--- src/rtl/chan_scan_mux.sv ---
// chan_scan_mux: registered CHANNELS:1 multiplexer with a manual select mode
// and a scan mode that walks an enable mask, holding each channel for
// dwell+1 cycles and pulsing wrap whenever the scan returns to a lower or
// equal channel index.
module chan_scan_mux #(
    parameter int WIDTH    = 4,
    parameter int CHANNELS = 8,
    parameter int SEL_W    = 3,
    parameter int DWELL_W  = 4
) (
    input  logic                      clk,
    input  logic                      rst,
    input  logic [CHANNELS*WIDTH-1:0] din,
    input  logic                      mode,
    input  logic [SEL_W-1:0]          sel_in,
    input  logic                      start,
    input  logic [CHANNELS-1:0]       en_mask,
    input  logic [DWELL_W-1:0]        dwell,
    output logic [WIDTH-1:0]          y,
    output logic [SEL_W-1:0]          sel_out,
    output logic                      valid,
    output logic                      wrap
);

    typedef enum logic [1:0] {IDLE, MAN, SCAN} state_t;

    state_t             state_q, state_d;
    logic [WIDTH-1:0]   y_q, y_d;
    logic [SEL_W-1:0]   sel_q, sel_d;
    logic               valid_q, valid_d;
    logic               wrap_q, wrap_d;
    logic [DWELL_W-1:0] cnt_q, cnt_d;

    // Unpack the flat input bus into one word per channel.
    logic [WIDTH-1:0] ch [CHANNELS];
    for (genvar gi = 0; gi < CHANNELS; gi++) begin : g_unpack
        assign ch[gi] = din[gi*WIDTH +: WIDTH];
    end

    logic               mask_any;
    logic               man_hit;
    logic               next_above;
    logic [SEL_W-1:0]   first_sel;
    logic [SEL_W-1:0]   next_sel;
    logic [SEL_W-1:0]   adv_sel;
    logic [WIDTH-1:0]   man_y;
    logic [WIDTH-1:0]   cur_y;
    logic [WIDTH-1:0]   first_y;
    logic [WIDTH-1:0]   adv_y;

    // Channel lookups: manual pick, current channel, first enabled channel
    // and the channel an advance would move to. Descending loops leave the
    // lowest qualifying index as the final assignment.
    always_comb begin
        mask_any   = |en_mask;
        man_hit    = 1'b0;
        man_y      = '0;
        cur_y      = '0;
        first_sel  = '0;
        next_sel   = '0;
        next_above = 1'b0;
        for (int k = CHANNELS - 1; k >= 0; k--) begin
            if (sel_in == SEL_W'(k)) begin
                man_y   = ch[k];
                man_hit = 1'b1;
            end
            if (sel_q == SEL_W'(k)) begin
                cur_y = ch[k];
            end
            if (en_mask[k]) begin
                first_sel = SEL_W'(k);
                if (SEL_W'(k) > sel_q) begin
                    next_sel   = SEL_W'(k);
                    next_above = 1'b1;
                end
            end
        end
        if (!next_above) begin
            next_sel = first_sel;
        end
        // Resuming after an empty-mask stall restarts from the first channel.
        adv_sel = valid_q ? next_sel : first_sel;
        first_y = '0;
        adv_y   = '0;
        for (int k = 0; k < CHANNELS; k++) begin
            if (first_sel == SEL_W'(k)) begin
                first_y = ch[k];
            end
            if (adv_sel == SEL_W'(k)) begin
                adv_y = ch[k];
            end
        end
    end

    // Next-state and output-register logic for the IDLE/MAN/SCAN sequencer.
    always_comb begin
        state_d = state_q;
        y_d     = y_q;
        sel_d   = sel_q;
        valid_d = valid_q;
        wrap_d  = 1'b0;
        cnt_d   = cnt_q;
        case (state_q)
            IDLE: begin
                valid_d = 1'b0;
                if (!mode) begin
                    state_d = MAN;
                end else if (start && mask_any) begin
                    state_d = SCAN;
                    sel_d   = first_sel;
                    y_d     = first_y;
                    valid_d = 1'b1;
                    cnt_d   = '0;
                end
            end
            MAN: begin
                if (mode) begin
                    state_d = IDLE;
                    valid_d = 1'b0;
                end else begin
                    sel_d   = sel_in;
                    y_d     = man_y;
                    valid_d = man_hit;
                end
            end
            SCAN: begin
                if (!mode) begin
                    state_d = MAN;
                    sel_d   = sel_in;
                    y_d     = man_y;
                    valid_d = man_hit;
                end else if (start) begin
                    if (mask_any) begin
                        sel_d   = first_sel;
                        y_d     = first_y;
                        valid_d = 1'b1;
                        cnt_d   = '0;
                    end else begin
                        state_d = IDLE;
                        valid_d = 1'b0;
                    end
                end else if (cnt_q == dwell) begin
                    cnt_d = '0;
                    if (!mask_any) begin
                        valid_d = 1'b0;
                    end else begin
                        sel_d   = adv_sel;
                        y_d     = adv_y;
                        valid_d = 1'b1;
                        wrap_d  = valid_q && (next_sel <= sel_q);
                    end
                end else begin
                    cnt_d = cnt_q + 1'b1;
                    if (valid_q) begin
                        y_d = cur_y;
                    end
                end
            end
            default: begin
                state_d = IDLE;
                valid_d = 1'b0;
            end
        endcase
    end

    // State and output registers with asynchronous clear.
    always_ff @(posedge clk or posedge rst) begin
        if (rst) begin
            state_q <= IDLE;
            y_q     <= '0;
            sel_q   <= '0;
            valid_q <= 1'b0;
            wrap_q  <= 1'b0;
            cnt_q   <= '0;
        end else begin
            state_q <= state_d;
            y_q     <= y_d;
            sel_q   <= sel_d;
            valid_q <= valid_d;
            wrap_q  <= wrap_d;
            cnt_q   <= cnt_d;
        end
    end

    assign y       = y_q;
    assign sel_out = sel_q;
    assign valid   = valid_q;
    assign wrap    = wrap_q;

endmodule

--- config.mk ---
export PLATFORM = sky130hd
export DESIGN_NAME = chan_scan_mux
export DESIGN_NICKNAME = d
export VERILOG_FILES = /design/src/rtl/chan_scan_mux.sv
export SDC_FILE = /design/constraint.sdc
export NUM_CORES = 1
export LEC_CHECK = 0
export ABC_AREA = 0
export CAP_MARGIN = 10
export CORE_MARGIN = 1
export CORE_UTILIZATION = 45
export CTS_CLUSTER_SIZE = 24
export DETAILED_ROUTE_END_ITERATION = 8
export GPL_TIMING_DRIVEN = 0
export PLACE_DENSITY = 0.71
export SETUP_SLACK_MARGIN = 0.15
export SKIP_LAST_GASP = 1
export SYNTH_ARGS = -nofsm -noshare
export SYNTH_HDL_FRONTEND = slang
export SYNTH_SLANG_ARGS = --single-unit
--- constraint.sdc ---
create_clock -name clk -period 3.3 [get_ports clk]
set_input_delay 0.495 -clock clk [delete_from_list [all_inputs] [get_ports clk]]
set_output_delay 0.495 -clock clk [all_outputs]
set_load 0.05 [all_outputs]
==> metrics.md <==
| Metric | Value |
|---|---|
| Vias | ~3600 |
| Leakage | about 1.4 nW |
| Ys async rst share | 1.00 |
| Worst Hold Class | flip-flop to flip-flop |
| Main combinational cell family by area after synthesis | compound AO/OA/AOI/OAI gates |
| Slew Limit Fails | 0 |
| NumNets Final | roughly 500 |
| Critical path launch point type | input port |
| Die area | 6980 µm² |
| Syn. warnings | 0 |
| Wire per inst | between 20 and 25 µm |
| Non-filler cells, final | approximately 530 |
| Critical path's largest stage delay | approximately 0.60 ns |
| Die W | approximately 84 µm |
| Top Ports | 60 |
| Area growth from synthesis to layout | 24.8% |
| Placeable Area | 6390 µm² |
| Max Buffers Root-to-Sink | 2 |
| Clock-pin slew on the worst setup and hold paths | about 0.060 ns |
| TritonRoute pass-1 iters | 5 |
| Setup violators final | 0 |
| Slew @ Worst Pin | 0.778 ns |
| HPWL after detailed placement | approximately 8.6 mm |
| CTS root buffer | clkbuf_8 |
| # port buffers | 56 |
| Critical Path RT | about 3.5 ns |
| Starting Density | 0.468 |
| Synth Area in Simple Gates | 0.240 |
| CP Class | input port to flip-flop |
| Rel. slew slack | 0.476 |
| RSZ-0062 raised after global routing | no |
| N_diodes | 0 |
| XOR/XNOR Fraction of Synth Area | 0.0117 |
| Post-route ant nets | 0 |
| Synth Area in Compound Gates | 0.365 |
| Synth Area in Adders | 0.0335 |
| Largest net degree at the start of global routing | 16 |
| TritonCTS clock tree | built |
| Gr usage total | 0.311 |
| DRC viols | 0 |
| Utilization after layout | 0.584 |
| Share of layout cells above drive strength 1 | 0.147 |
| Die height | around 84 µm |
| Top FF cell, synth | dfrtp_1 |
| Post-synthesis mux area share | 0.164 |
| Global-route wire length before repair | between 15 and 20 mm |
| Pwr dens | a little over 700 nW/µm² |
| Peak Freq | approximately 0.33 GHz |
| CP max stage cell | or4_4 |
| Fillers | slightly above 600 |
| Syn Nets | around 450 |
| Post-synthesis sequential area ratio | 0.126 |
| Synth Cell Area | roughly 3000 µm² |
| Mean Syn Cell Area | 7.71 µm² |
| Max-Cap Viols | 0 |
| Met2 Use GR | 0.491 |
| Placed cell areas | ~3600 µm² |
| Vias per cell | between 6 and 7 |
| Hold Vio Cnt, Final | 0 |
| Status | completed |
| Clock Skews | between 0.0015 and 0.002 ns |
| TritonCTS Buffers | 3 |
| CP cell instances | clkdlybuf4s50_1 > buf_2 > or4_4 > o21ai_0 > a21boi_0 > o22ai_1 > o31ai_2 > a31oi_1 > nand4_1 > o211ai_1 |
| Commonest non-fill, non-tap cell in the layout | clkdlybuf4s50_1 |
| Multi-input logic area | ~2500 µm² |
| Cell count after placement | 521 |
| TritonCTS Sinks | 15 |
| Number of global-route vias before repair | roughly 3400 |
| M1 GR Usage | 0.424 |
| Sequential Area | 375 µm² |
| Tcrit/Tclk final | 0.928 |
| Max rail drop VDD | about 0.6 mV |
| Worst-path maximum fanout | 10 |
| Crit path capture type | flip-flop |
| Cts-stage hold buffer count | 0 |
| Total global routing overflow | 0 |
| H-Tree Depth | 1 |
| GR peak layer | met2 |
| Critical Path AT | around 3.2 ns |
| M3 GR Usage | 0.0495 |
| Cell area after layout | between 3000 and 4000 µm² |
| Post-synth EDFFs | 0 |
| Cells after synthesis | between 300 and 400 |
| Clock Latency Late Sink | approximately 0.25 ns |
| Number of core rows | 29 |
| Minimum clock period | about 3.1 ns |
| 1st-iter DRT viols | roughly 400 |
| RD Place Congestion | around 1.1 |
| Most frequent cells in the layout | clkdlybuf4s50_1, nand2_1, o21ai_0, nor2_1, a21oi_1 |
| DRT Wirelength | about 11 mm |
| Yosys cell types | 80 |
| #FFs+latches synth | 15 |
| Initial antenna violation count | 0 |
-- layout make-up --
cell class | count | share of cell area
Buffer | 21 | 0.0318
Sequential cell | 15 | 0.101
Clock buffer | 3 | 0.0111
Inverter | 16 | 0.0161
Tap cell | 77 | 0.0258
Multi-Input combinational cell | 336 | 0.661
Clock inverter | 1 | 0.00134
Timing Repair Buffer | 57 | 0.152
-- state kept, by name, summed over array words and instances (netlist names) --
| register | flops |
|---|---|
| y | 4 |
| state_q | 2 |
| sel_out | 3 |
| wrap | 1 |
| valid | 1 |
| cnt_q | 4 |
-- stage by stage --
stage	worst slack (ns)	TNS, ns	hold slack, ns	total power, W
floorplan	0.644	0	0.396	0.00192
detailed placement	-0.205	-0.277	0.504	0.00248
finish	0.236	0	0.528	0.00271
CTS	0.229	0	0.534	0.00264
global placement	-0.175	-0.201	0.509	0.00246
global route	0.158	0	0.566	0.00290
-- layer usage --
metal,vias up,wire length (µm)
li1,1640,-
met1,1748,4480
met2,196,5040
met3,26,971
met4,0,370
met5,-,0
-- power by group --
group / internal [W] / switching [W] / total [W]
Clock: 0.0000836 / 0.0000679 / 0.000152
Combinational: 0.000885 / 0.00137 / 0.00226
Sequential: 0.000249 / 0.0000541 / 0.000303
Total: 0.00122 / 0.00149 / 0.00271
-- timing repair --
item                                    CTS  global route
gates resized for setup                   0             7
endpoints found under the setup margin    1             4
pin swaps                                 1             0
setup buffers                             1             0
-- path summary, 6_finish.rpt --
kind | startpoint | end | slack (ns) | cells past startpoint
max | en_mask[5] | y[3] | 0.24 | 10
min | y[3] | y[3] | 0.53 | 2
max reg2reg | sel_out[2] | y[0] | 0.48 | 9
min reg2reg | y[3] | y[3] | 0.53 | 2
max in group asynchronous | rst | y[2] | 2.32 | 2
min in group asynchronous | rst | sel_out[1] | 0.60 | 2
-- cell families after synthesis --
| family | after synthesis |
|---|---|
| adder cells (fa/ha/maj) | 8 |
| AND/OR/NAND/NOR | 142 |
| flip-flops | 15 |
| buffers and inverters | 37 |
| XOR/XNOR | 4 |
| AO/OA/AOI/OAI | 145 |
| multiplexers | 37 |
-- worst max-delay path, delay by kind of cell --
family / cells / cell delay [ns]
buffers and inverters: 2 / 0.70
AOI/OAI and AO/OA: 6 / 1.33
and+or+nand+nor: 2 / 0.70
-- synthesized netlist by cell type, types with 4 or more instances --
| master | instances | area, µm² |
|---|---|---|
| a221oi_1 | 4 | 35.0 |
| a32oi_1 | 4 | 35.0 |
| mux2_2 | 7 | 78.8 |
| inv_1 | 15 | 56.3 |
| nor4_1 | 4 | 25.0 |
| o211ai_1 | 5 | 37.5 |
| buf_2 | 6 | 30.0 |
| a211oi_1 | 5 | 37.5 |
| nor2b_1 | 8 | 50.1 |
| mux2i_1 | 21 | 210 |
| nand2_1 | 46 | 173 |
| nand3_1 | 15 | 75.1 |
| dfrtp_1 | 15 | 375 |
| clkbuf_1 | 7 | 26.3 |
| nand2b_1 | 7 | 43.8 |
| a31oi_1 | 8 | 50.1 |
| nand4_1 | 4 | 25.0 |
| buf_4 | 4 | 30.0 |
| xnor2_1 | 4 | 35.0 |
| a21oi_1 | 25 | 125 |
| a22o_1 | 5 | 43.8 |
| ha_1 | 8 | 100 |
| o21ai_0 | 28 | 140 |
| nor2_1 | 25 | 93.8 |
| nor3_1 | 14 | 70.1 |
| o21ai_1 | 4 | 20.0 |
| mux4_2 | 9 | 203 |
No activity file was read; power rests on OpenSTA's default activity.
